===== config.mk =====
export PLATFORM = sky130hd
export DESIGN_NAME = cmip_fifo_burst_reader
export DESIGN_NICKNAME = d
export VERILOG_FILES = /design/src/rtl/cmip_pkg.sv /design/src/rtl/cmip_skid_buf.sv /design/src/rtl/cmip_fifo_burst_reader.sv
export SDC_FILE = /design/constraint.sdc
export NUM_CORES = 1
export LEC_CHECK = 0
export ABC_AREA = 1
export ABC_CLOCK_PERIOD_IN_PS = 3100
export BUFFER_PORTS_ARGS = -buffer_cell sky130_fd_sc_hd__buf_2
export CAP_MARGIN = 20
export CORE_ASPECT_RATIO = 1.5
export CORE_MARGIN = 2
export CORE_UTILIZATION = 40
export DETAILED_ROUTE_END_ITERATION = 10
export PLACE_DENSITY_LB_ADDON = 0.2
export REMOVE_ABC_BUFFERS = 1
export SETUP_SLACK_MARGIN = 0.5
export SLEW_MARGIN = 10
export SYNTH_ARGS = -nofsm -noshare
export SYNTH_HDL_FRONTEND = slang
export SYNTH_HIERARCHICAL = 1
export SYNTH_SLANG_ARGS = --single-unit

===== constraint.sdc =====
create_clock -name i_clk -period 3.1 [get_ports i_clk]
set_input_delay 0.93 -clock i_clk [delete_from_list [all_inputs] [get_ports i_clk]]
set_output_delay 0.93 -clock i_clk [all_outputs]
set_load 0.02 [all_outputs]

===== src/rtl/cmip_pkg.sv =====
// Shared definitions for the CMIP FIFO burst reader.
//   burst_state_e : reader FSM state encoding
//   SKID_DPTH     : entries in the output skid buffer
//   SKID_CNT_WDTH : width of the skid occupancy count (0..SKID_DPTH)
//   TOUT_WDTH     : width of the partial-burst timeout threshold/counter
package cmip_pkg;

  typedef enum logic {
    ST_IDLE = 1'b0,
    ST_SEND = 1'b1
  } burst_state_e;

  localparam int unsigned SKID_DPTH     = 2;
  localparam int unsigned SKID_CNT_WDTH = 2;
  localparam int unsigned TOUT_WDTH     = 16;

endpackage


===== src/rtl/cmip_skid_buf.sv =====
// Two-entry skid FIFO between the upstream pop and the downstream stream.
//   i_push/i_wdata : write one entry (caller guarantees room)
//   i_ready        : downstream ready; a pop happens on o_valid & i_ready
//   o_valid        : buffer not empty
//   o_rdata        : head entry
//   o_cnt          : current occupancy
module cmip_skid_buf
  import cmip_pkg::*;
#(
  parameter int unsigned WDTH = 33
) (
  input  logic                     i_clk,
  input  logic                     i_rst_n,
  input  logic                     i_push,
  input  logic [WDTH-1:0]          i_wdata,
  input  logic                     i_ready,
  output logic                     o_valid,
  output logic [WDTH-1:0]          o_rdata,
  output logic [SKID_CNT_WDTH-1:0] o_cnt
);

  logic [WDTH-1:0]          mem_q [SKID_DPTH];
  logic                     rd_ptr_q;
  logic                     wr_ptr_q;
  logic [SKID_CNT_WDTH-1:0] cnt_q;
  logic                     pop;

  assign o_valid = (cnt_q != '0);
  assign pop     = o_valid && i_ready;
  assign o_rdata = mem_q[rd_ptr_q];
  assign o_cnt   = cnt_q;

  // Storage, pointers and occupancy; push+pop together keeps the count.
  always_ff @(posedge i_clk or negedge i_rst_n) begin
    if (!i_rst_n) begin
      for (int unsigned i = 0; i < SKID_DPTH; i++) mem_q[i] <= '0;
      rd_ptr_q <= 1'b0;
      wr_ptr_q <= 1'b0;
      cnt_q    <= '0;
    end else begin
      if (i_push) begin
        mem_q[wr_ptr_q] <= i_wdata;
        wr_ptr_q        <= ~wr_ptr_q;
      end
      if (pop) rd_ptr_q <= ~rd_ptr_q;
      case ({i_push, pop})
        2'b10:   cnt_q <= cnt_q + SKID_CNT_WDTH'(1);
        2'b01:   cnt_q <= cnt_q - SKID_CNT_WDTH'(1);
        default: cnt_q <= cnt_q;
      endcase
    end
  end

endmodule


===== src/rtl/cmip_fifo_burst_reader.sv =====
// Reads fixed-length bursts out of an upstream FWFT FIFO and streams them
// downstream through a 2-entry skid buffer, tagging the final beat.
// Optional partial-burst timeout flush: define CMIP_BURST_RD_TOUT_EN.
//   i_burst_len      : beats per burst (0 -> 1, clipped to DPTH)
//   i_tout_th        : timeout in cycles, 0 disables (timeout build only)
//   i_fifo_empty/i_fifo_dout/i_fifo_used_cnt/o_fifo_rd : upstream FIFO
//   o_valid/o_data/o_last/i_ready : downstream stream
//   o_busy           : burst in progress or skid holds data
//   o_burst_cnt      : completed bursts, wraps
//   o_tout_flush     : pulse when a timeout-triggered burst starts
module cmip_fifo_burst_reader
  import cmip_pkg::*;
#(
  parameter int unsigned DATA_WDTH = 32,
  parameter int unsigned ADDR_WDTH = 3,
  parameter int unsigned DPTH      = 8
) (
  input  logic                 i_clk,
  input  logic                 i_rst_n,
  input  logic [ADDR_WDTH:0]   i_burst_len,
  input  logic [TOUT_WDTH-1:0] i_tout_th,
  input  logic                 i_fifo_empty,
  input  logic [DATA_WDTH-1:0] i_fifo_dout,
  input  logic [ADDR_WDTH:0]   i_fifo_used_cnt,
  output logic                 o_fifo_rd,
  output logic                 o_valid,
  output logic [DATA_WDTH-1:0] o_data,
  output logic                 o_last,
  input  logic                 i_ready,
  output logic                 o_busy,
  output logic [15:0]          o_burst_cnt,
  output logic                 o_tout_flush
);

  localparam int unsigned CNT_WDTH = ADDR_WDTH + 1;
  localparam logic [CNT_WDTH-1:0] DPTH_C = CNT_WDTH'(DPTH);

  burst_state_e             state_q, state_d;
  logic [CNT_WDTH-1:0]      rem_q, rem_d;
  logic [CNT_WDTH-1:0]      eff_len;
  logic                     fifo_rd;
  logic [SKID_CNT_WDTH-1:0] skid_cnt;
  logic [DATA_WDTH:0]       skid_rdata;
  logic                     skid_valid;

`ifdef CMIP_BURST_RD_TOUT_EN
  logic [TOUT_WDTH-1:0] tout_cnt_q, tout_cnt_d;
  logic                 tout_flush_q, tout_flush_d;
`else
  logic                 tout_th_unused;
  assign tout_th_unused = ^i_tout_th;
`endif

  // Effective burst length: zero means one beat, never more than the FIFO.
  always_comb begin
    eff_len = i_burst_len;
    if (i_burst_len > DPTH_C) eff_len = DPTH_C;
    if (i_burst_len == '0)    eff_len = CNT_WDTH'(1);
  end

  // State register.
  always_ff @(posedge i_clk or negedge i_rst_n) begin
    if (!i_rst_n) begin
      state_q      <= ST_IDLE;
      rem_q        <= '0;
`ifdef CMIP_BURST_RD_TOUT_EN
      tout_cnt_q   <= '0;
      tout_flush_q <= 1'b0;
`endif
    end else begin
      state_q      <= state_d;
      rem_q        <= rem_d;
`ifdef CMIP_BURST_RD_TOUT_EN
      tout_cnt_q   <= tout_cnt_d;
      tout_flush_q <= tout_flush_d;
`endif
    end
  end

  // Next state, remaining-beat count and upstream pop (independent of i_ready).
  always_comb begin
    state_d      = state_q;
    rem_d        = rem_q;
`ifdef CMIP_BURST_RD_TOUT_EN
    tout_cnt_d   = '0;
    tout_flush_d = 1'b0;
`endif
    fifo_rd = (state_q == ST_SEND) && (rem_q != '0) && !i_fifo_empty &&
              (skid_cnt < SKID_CNT_WDTH'(SKID_DPTH));
    case (state_q)
      ST_IDLE: begin
        if (i_fifo_used_cnt >= eff_len) begin
          state_d = ST_SEND;
          rem_d   = eff_len;
        end
`ifdef CMIP_BURST_RD_TOUT_EN
        else if (!i_fifo_empty) begin
          // Counter value reaching the threshold this edge starts a partial burst.
          if ((i_tout_th != '0) &&
              ((TOUT_WDTH+1)'(tout_cnt_q) + (TOUT_WDTH+1)'(1) >= (TOUT_WDTH+1)'(i_tout_th))) begin
            state_d      = ST_SEND;
            rem_d        = (i_fifo_used_cnt == '0) ? CNT_WDTH'(1) : i_fifo_used_cnt;
            tout_flush_d = 1'b1;
          end else begin
            tout_cnt_d = tout_cnt_q + TOUT_WDTH'(1);
          end
        end
`endif
      end
      ST_SEND: begin
        if (fifo_rd) begin
          rem_d = rem_q - CNT_WDTH'(1);
          if (rem_q == CNT_WDTH'(1)) state_d = ST_IDLE;
        end
      end
      default: state_d = ST_IDLE;
    endcase
  end

  cmip_skid_buf #(
    .WDTH (DATA_WDTH + 1)
  ) u_skid (
    .i_clk   (i_clk),
    .i_rst_n (i_rst_n),
    .i_push  (fifo_rd),
    .i_wdata ({(rem_q == CNT_WDTH'(1)), i_fifo_dout}),
    .i_ready (i_ready),
    .o_valid (skid_valid),
    .o_rdata (skid_rdata),
    .o_cnt   (skid_cnt)
  );

  // Completed-burst counter, advanced when the tagged beat is accepted.
  always_ff @(posedge i_clk or negedge i_rst_n) begin
    if (!i_rst_n) begin
      o_burst_cnt <= '0;
    end else if (skid_valid && i_ready && skid_rdata[DATA_WDTH]) begin
      o_burst_cnt <= o_burst_cnt + 16'd1;
    end
  end

  assign o_fifo_rd = fifo_rd;
  assign o_valid   = skid_valid;
  assign o_data    = skid_rdata[DATA_WDTH-1:0];
  assign o_last    = skid_rdata[DATA_WDTH];
  assign o_busy    = (state_q != ST_IDLE) || (skid_cnt != '0);

`ifdef CMIP_BURST_RD_TOUT_EN
  assign o_tout_flush = tout_flush_q;
`else
  assign o_tout_flush = 1'b0;
`endif

endmodule


Word level (Yosys, flattened, before mapping)
Index checks and enable logic that the tools add are counted.
{ "totals": {"reg_bits": 91, "out_inout_bits": 53, "word_cells": 57, "inputBits": 60} }
{ "classes": {"bitwise": 5, "addsub": 4, "magnitude_cmp": 6, "n_reduce_logical": 13, "eq_ne": 5, "muxes": 16} }
{ "ops": {"columns": ["cell", "count"], "rows": [
  ["33-bit 2-to-1 mux", 4],
  ["66-bit bitwise mux", 1],
  ["33-bit demux with 1-bit select", 1],
  ["16-bit by 1-bit adder with 16-bit output, second input constant", 1],
  ["4-bit 2-to-1 mux", 4],
  ["4-bit one-hot mux with 2 select lines", 1],
  ["1-bit logical AND", 6],
  ["4-bit by 1-bit equality test with 1-bit output, second input constant", 1],
  ["2-bit >= comparator, second input constant", 2],
  ["4-bit >= comparator", 1],
  ["4-bit > comparator, second input constant", 1],
  ["4-bit zero test", 1],
  ["1-bit NOT with 2-bit output", 2],
  ["2-bit one-hot mux with 2 select lines", 1],
  ["2-bit nonzero test", 2],
  ["4-bit nonzero test", 1],
  ["4-bit by 1-bit subtractor with 4-bit output, second input constant", 1],
  ["1-bit 2-to-1 mux", 3],
  ["1-bit NOT", 3],
  ["2-bit by 1-bit adder with 2-bit output, second input constant", 1],
  ["2-bit by 1-bit equality test with 1-bit output, second input constant", 1],
  ["2-bit equality test, second input constant", 1],
  ["2-bit by 1-bit < comparator with 1-bit output, second input constant", 1],
  ["2-bit < comparator, second input constant", 1],
  ["other kinds (7)", 7]
]} }

Logic depth before layout (Yosys ltp)
Gate-level depths: netlist of run 1.
{ "depth": {"ltp_word": 6, "mapped_depth": 13} }

By module
The synthesis of run 1 kept the hierarchy.
{ "modules_own_cells": {"columns": ["mod", "cells_per_inst", "instances", "seq_area_each_um2", "area_each_um2"], "rows": [
  ["cmip_skid_buf", 379, 1, 1751.7, 3075.4],
  ["cmip_fifo_burst_reader", 188, 1, 525.5, 1408.9]
]} }

Least setup slack after synthesis of run 1
Ideal clock, no wire load.
{ "synth_timing": {"path_kind": "input port to output port", "start": "input i_fifo_empty", "end": "output o_fifo_rd", "n_path_buf": 0, "cell_stages": 3, "slack_ns": 0.773, "t_required_ns": 2.170, "t_arrival_ns": 1.397, "path_cell_list": "nor3_2 > nand2_2 > inv_1"} }
{ "synth_between": {"elab_chain_cells": 3} }
{ "synth_rtl": {"columns": ["element", "line", "rtl"], "rows": [
  ["start, declared", "cmip_fifo_burst_reader.sv:22", "input logic i_fifo_empty,"],
  ["1-bit zero test", "cmip_fifo_burst_reader.sv:88", "fifo_rd = (state_q == ST_SEND) && (rem_q != '0) && !i_fifo_empty &&"],
  ["1-bit logical AND (2 in series)", "cmip_fifo_burst_reader.sv:88", null],
  ["end, declared", "cmip_fifo_burst_reader.sv:25", "output logic o_fifo_rd,"]
]} }
No other way between the ends.

Worst setup path after layout of run 1
Ends and elaborated chain as after synthesis.

==> flow_metrics.env, run 1 <==
export IMPL_status="finished clean"
export IMPL_dieWidth_um=90.5
export IMPL_grt_pass1_wl_mm=16.6
export IMPL_peakVddDrop_uv=304
export IMPL_crit_chain="buf_2, nor3_2, nand2_2, inv_4, buf_4"
export IMPL_drc=0
export IMPL_synth_mux_area_share_pct=0
export IMPL_clk_path_buf_depth=2
export IMPL_clockRootBuffer="clkbuf_16"
export IMPL_grt_pass1_vias=3678
export IMPL_crit_cells=5
export IMPL_ys_flop_type="dfrtp_1"
export IMPL_synth_compound_area_share_pct=8.98
export IMPL_ys_top_cells_by_area="dfrtp_1 (51%), nand2_1 (20%), inv_1 (5.3%)"
export IMPL_cts_max_level=3
export IMPL_hold_violations=0
export IMPL_setup_violations=0
export IMPL_gr_total_overflow=0
export IMPL_met3_usage_pct=2.38
export IMPL_ys_seq_elements=91
export IMPL_r2r_end="u_skid/mem_q[52]"
export IMPL_grt_usage_pct=17.0
export IMPL_critPathLaunchType="primary input"
export IMPL_first_iter_violations=225
export IMPL_start_util_pct=40.8
export IMPL_antenna_found_initial=0
export IMPL_startpoint="i_fifo_empty"
export IMPL_dieArea_um2=12100
export IMPL_hold_start="u_skid/mem_q[27]"
export IMPL_numClockSinks=91
export IMPL_reg2reg_slack_ns=1.00
export IMPL_drive_above_1_share_pct=21.1
export IMPL_drv_slew=0
export IMPL_critPathMaxFanout=7
export IMPL_max_freq_mhz=391
export IMPL_cp_buffers_inverters=3
export IMPL_routedWlPerCell_um=12.1
export IMPL_synth_enable_flop_cells=0
export IMPL_num_vias=3807
export IMPL_grt_max_degree=68
export IMPL_required_ns=2.17
export IMPL_setup_tns_ns=0
export IMPL_diodes=0
export IMPL_synth_area_per_cell_um2=7.91
export IMPL_mappedNetlistArea_um2=4480
export IMPL_pin_count=113
export IMPL_rsz0062_at_grt="false"
export IMPL_finalCritPeriodShare_pct=82.4
export IMPL_ys_top_cells_by_count="nand2_1 (240), dfrtp_1 (91), inv_1 (63), o21ai_0 (41), o21ai_1 (30)"
export IMPL_rows=47
export IMPL_yosys_area_share_adder_pct=2.23
export IMPL_dp_cells=793
export IMPL_hold_depth=2
export IMPL_holdWs_ns=0.485
export IMPL_insertion_delay_ns=0.34
export IMPL_critPathTopFamily="simple AND/OR/NAND/NOR gates"
export IMPL_p_leak_nw=3.08
export IMPL_met2_usage_pct=30.7
export IMPL_cp_arrival_ns=1.63
export IMPL_yosysTopAreaCell="dfrtp_1"
export IMPL_synth_top_area_share_pct=50.8
export IMPL_synthArstFlopShare_pct=100
export IMPL_cts_buffers=9
export IMPL_critPathCapture="o_fifo_rd"
export IMPL_slew_headroom_pct=48.9
export IMPL_fin_nets=726
export IMPL_place_congestion=0.841
export IMPL_synth_top_family_by_area="simple AND/OR/NAND/NOR gates"
export IMPL_area_growth_pct=20.7
export IMPL_fin_cells=810
export IMPL_cp_slowest_cell="nor3_2"
export IMPL_n_fill_cell=1114
export IMPL_cts_hold_buf=0
export IMPL_r2r_start="rem_q[0]"
export IMPL_ys_warn_count=6
export IMPL_synth_most_common_cell="nand2_1"
export IMPL_period_needed_ns=2.56
export IMPL_rr_worst_depth=8
export IMPL_synth_simple_area_share_pct=27.6
export IMPL_cts_tree="built"
export IMPL_setup_slack_ns=0.545
export IMPL_drt_wl_total_mm=9.80
export IMPL_hp_class="register to register"
export IMPL_syn_instance_count=567
export IMPL_io_buffers=95
export IMPL_max_slew_worst_pin_slew_ns=0.767
export IMPL_final_core_util_pct=49.2
export IMPL_grt_busiest_layer="met2"
export IMPL_postRouteAntennaNets=0
export IMPL_clock_skew_ns=0.00681
export IMPL_cpPeakStageDelay_ns=0.20
export IMPL_pre_cts_slack_ns=0.461
export IMPL_vias_per_cell=4.70
export IMPL_die_h_um=134
export IMPL_power_density_nw_per_um2=981
export IMPL_yosysSeqAreaShare_pct=50.8
export IMPL_core_area_um2=11000
export IMPL_grt_met1_usage_pct=19.5
export IMPL_crit_path_end_kind="primary output"
export IMPL_synth_xor_area_share_pct=1.95
export IMPL_drv_cap=0
export IMPL_synth_cell_types=32
export IMPL_crit_type="primary input to primary output"
export IMPL_dp_hpwl_mm=6.86
export IMPL_dr_pass1_iters=4
export IMPL_clk_transition_reported_paths_ns=0.06
## stage by stage
step | cell area, um^2 | power, W
2_1_floorplan | 4360 | 0.00346
3_3_place_gp | 5090 | 0.00416
3_5_place_dp | 5090 | 0.00424
4_1_cts | 5390 | 0.00536
5_1_grt | 5410 | 0.00573
6_report | 5410 | 0.00531
## sequential cells by signal, indices dropped and copies added (netlist names)
name,count
u_skid/mem_q,66
o_burst_cnt,16
rem_q,4
u_skid/o_cnt,2
state_q,1
u_skid/rd_ptr_q,1
u_skid/wr_ptr_q,1
## kinds of logic (layout without fill, tap and decap cells)
| logic type | Yosys count | after routing |
|---|---|---|
| AOI/OAI and AO/OA | 77 | 77 |
| xor gates and xnor gates | 10 | 10 |
| adders and majority gates | 8 | 8 |
| buffers and inverters | 88 | 184 |
| DFF | 91 | 91 |
| other | 1 | 1 |
| and+or+nand+nor | 292 | 292 |
## cells in the final DEF (no fill, tap or decap), types with 2 or more instances in the layout
| cell | count |
|---|---|
| nand2_2 | 6 |
| o21ai_1 | 30 |
| ha_1 | 8 |
| inv_2 | 2 |
| o21ai_2 | 4 |
| clkbuf_16 | 9 |
| nand2_1 | 238 |
| nand3b_1 | 2 |
| nand3_1 | 15 |
| xor2_1 | 6 |
| nor2_1 | 14 |
| buf_4 | 5 |
| inv_1 | 62 |
| clkinvlp_4 | 2 |
| dfrtp_1 | 91 |
| nand2_4 | 2 |
| nor2_2 | 2 |
| nor2_4 | 2 |
| buf_2 | 93 |
| nand4_1 | 6 |
| buf_12 | 2 |
| o21ai_0 | 41 |
| xnor2_1 | 4 |
| clkbuf_1 | 2 |
## worst min path at each step
stage,end
after global placement,u_skid/mem_q[49]
after global routing,u_skid/mem_q[48]
after detailed placement,u_skid/mem_q[1]
after CTS,u_skid/mem_q[1]
after floorplan,u_skid/mem_q[30]
final,u_skid/mem_q[27]
## per-layer routing
layer	up-vias	share of wire (%)
met3	15	3.3
li1	1924	-
met5	-	0
met2	64	52
met1	1804	42
met4	0	2.4
## worst reg2reg max path: cells and delay by family (launching register included)
family	cells	cell delay, ns
flip-flops	1	0.40
AO/OA/AOI/OAI	1	0.20
adder cells (fa/ha/maj)	1	0.19
buffers and inverters	3	0.25
AND/OR/NAND/NOR	3	0.88
## where the power goes
part,switching [W],leakage [nW],internal [W],total [W]
clock,0.000435,0.139,0.000646,0.00108
sequential,0.000289,1.15,0.00167,0.00196
combinational,0.00149,1.79,0.000784,0.00227
## area by class of cell
cell class	instances	area, um^2	area share [%]
sequential	91	2280	42.1
multi-input combinational	388	1840	33.9
timing repair buffer	102	569	10.5
inverter	66	250	4.62
clock buffer	12	246	4.55
tap	147	184	3.40
clock inverter	4	50.0	0.925
## repair_timing
| item | in CTS | in global routing |
|---|---|---|
| endpoints found under the setup margin | 2 | 2 |
| pin swaps | 0 | 1 |
| setup buffers | 0 | 1 |
| resized for setup | 2 | 5 |
(Power assumes the default switching activity.)
==> run 2, diff against run 1 <==
--- a/config.mk
+++ b/config.mk
@@ -6,7 +6,7 @@
 export NUM_CORES = 1
 export LEC_CHECK = 0
 export ABC_AREA = 1
-export ABC_CLOCK_PERIOD_IN_PS = 3100
+export ABC_CLOCK_PERIOD_IN_PS = 2600
 export BUFFER_PORTS_ARGS = -buffer_cell sky130_fd_sc_hd__buf_2
 export CAP_MARGIN = 20
 export CORE_ASPECT_RATIO = 1.5
==> constraint.sdc (replaced) <==
create_clock -name i_clk -period 2.6 [get_ports i_clk]
set_input_delay 0.78 -clock i_clk [delete_from_list [all_inputs] [get_ports i_clk]]
set_output_delay 0.78 -clock i_clk [all_outputs]
set_load 0.02 [all_outputs]
==> run 2 against run 1 <==
Compared with the run above: combinational power rose by 60%; sequential power rose by 21%; first-iteration DRC count fell by 0.44%; count of clock-buffer cells in the layout fell by 1; wire length rose by 11%; die area did not move; worst hold slack got worse by 0.12 ns; setup slack got worse by 0.050 ns; design area rose by 9.3%; critical path depth did not move; sequential share of layout area fell by 3.6 points.
==> flow_metrics.env, run 2 (synthesized netlist as in run 1, its figures left out) <==
export IMPL_status="finished clean"
export IMPL_dp_hpwl_mm=6.94
export IMPL_grt_pass1_vias=3745
export IMPL_largest_reg_flops=66
export IMPL_p_leak_nw=3.25
export IMPL_top_register="u_skid/mem_q"
export IMPL_io_buffers=95
export IMPL_pin_count=113
export IMPL_drive_above_1_share_pct=28.3
export IMPL_area_growth_pct=32.0
export IMPL_clkPwrFrac_pct=18.0
export IMPL_grt_usage_pct=17.8
export IMPL_drv_slew=0
export IMPL_place_congestion=0.849
export IMPL_insertion_delay_ns=0.35
export IMPL_antenna_found_initial=0
export IMPL_grt_max_degree=68
export IMPL_fin_cells=825
export IMPL_gr_total_overflow=0
export IMPL_critPathMaxFanout=6
export IMPL_max_freq_mhz=475
export IMPL_start_util_pct=40.8
export IMPL_clk_transition_reported_paths_ns=0.06
export IMPL_setup_slack_ns=0.494
export IMPL_routedWlPerCell_um=13.2
export IMPL_p_comb_share_pct=49.5
export IMPL_switching_share_pct=40.4
export IMPL_die_h_um=134
export IMPL_pre_cts_slack_ns=0.299
export IMPL_rows=47
export IMPL_rsz0062_at_grt="true"
export IMPL_dieWidth_um=90.5
export IMPL_final_cell_mix="nand2_1 (209), dfrtp_1 (89), buf_2 (63)"
export IMPL_postRouteAntennaNets=0
export IMPL_finalCritPeriodShare_pct=81.0
export IMPL_vias_per_cell=4.70
export IMPL_dieArea_um2=12100
export IMPL_fin_nets=741
export IMPL_first_iter_violations=224
export IMPL_hold_violations=0
export IMPL_p_int_w=0.00437
export IMPL_power_density_nw_per_um2=1240
export IMPL_cts_max_level=3
export IMPL_required_ns=1.82
export IMPL_cts_tree="built"
export IMPL_diodes=0
export IMPL_dp_cells=795
export IMPL_clockRootBuffer="clkbuf_16"
export IMPL_cts_buffers=9
export IMPL_seqPwrFrac_pct=32.4
export IMPL_peakVddDrop_uv=477
export IMPL_holdWs_ns=0.369
export IMPL_clock_skew_ns=0.00871
export IMPL_period_needed_ns=2.11
export IMPL_grt_pass1_wl_mm=17.3
export IMPL_largest_registers="u_skid/mem_q: 66 flops, o_burst_cnt: 16 flops, rem_q: 4 flops"
export IMPL_core_area_um2=11000
export IMPL_clk_path_buf_depth=2
export IMPL_crit_path_end_kind="primary output"
export IMPL_drt_wl_total_mm=10.9
export IMPL_drv_cap=0
export IMPL_final_common_cell="nand2_1"
export IMPL_setup_violations=0
export IMPL_num_vias=3881
export IMPL_hp_class="primary input to async pin"
export IMPL_dr_pass1_iters=4
export IMPL_drc=0
export IMPL_p_switching_w=0.00296
export IMPL_numClockSinks=91
export IMPL_cp_arrival_ns=1.33
export IMPL_cts_hold_buf=0
export IMPL_critPathLaunchType="register"
export IMPL_crit_type="register to primary output"
export IMPL_setup_tns_ns=0
==> run 2: changes by cell type in the layout (fill, tap and decap cells not counted), moves of 2 or more <==
cell / previous run / this run
buf_6: 1 / 33
buf_2: 93 / 63
nand2_1: 238 / 209
nand2_2: 6 / 34
buf_4: 5 / 12
buf_12: 2 / 5
clkinv_4: 0 / 3
inv_2: 2 / 5
buf_16: 0 / 2
dfrtp_1: 91 / 89
dfrtp_2: 0 / 2
inv_1: 62 / 60
==> run 2: final timing paths <==
check	start	cells after the start	to	slack, ns
setup / recovery	state_q	5	o_fifo_rd	0.49
hold / removal	i_rst_n	1	u_skid/mem_q[52]	0.37
setup reg to reg	u_skid/rd_ptr_q	12	o_burst_cnt[9]	0.83
hold reg to reg	u_skid/mem_q[22]	2	u_skid/mem_q[22]	0.48
max in group asynchronous	i_rst_n	2	u_skid/wr_ptr_q	1.62
min in group i_clk	u_skid/mem_q[22]	2	u_skid/mem_q[22]	0.48
==> run 2: through the flow <==
step / instance area [um^2] / utilization, % / total power, W
floorplan: 4360 / - / 0.00413
global placement: 5090 / 46.3 / 0.00496
detailed placement: 5090 / 46.3 / 0.00505
CTS: 5770 / 52.5 / 0.00711
global route: 5920 / 53.8 / 0.00783
finish: 5920 / 53.8 / 0.00733
==> run 2: routing by layer <==
layer  routed length (um)  part of all wire, %  GRT usage [%]
met1                 4610                   42           21.5
met2                 5640                   52           31.4
met3                  377                  3.5           3.22
met4                  226                  2.1           7.35
met5                    0                    0              0
==> run 2: worst max-delay path, cell delays in order (launching register included) <==
cell     delay [ns]
dfrtp_2        0.42
inv_2          0.08
nor3_2         0.21
nand2_2        0.09
inv_2          0.07
buf_6          0.11
==> run 2: power groups by stage <==
stage | sequential, W | combinational (W) | clock, W
after floorplan | 0.00236 | 0.00177 | 0
after global placement | 0.00233 | 0.00263 | 0
after detailed placement | 0.00236 | 0.00269 | 0
after CTS | 0.00235 | 0.00341 | 0.00135
after global routing | 0.00244 | 0.00396 | 0.00142
final | 0.00238 | 0.00363 | 0.00132
==> run 2: timing repair <==
item	CTS	global route
endpoints found under the setup margin	34	68
pin swaps	11	5
buffers inserted	8	2
gates cloned	2	2
resized for setup	87	33
==> run 2: layout make-up <==
cell class	instances	area (um^2)
clock inverters	5	62.6
clock buffers	11	243
flip-flops and latches	91	2280
fillers	1061	5080
inverters	66	253
repair buffers	116	957
well taps	147	184
multi-input cells	389	1940
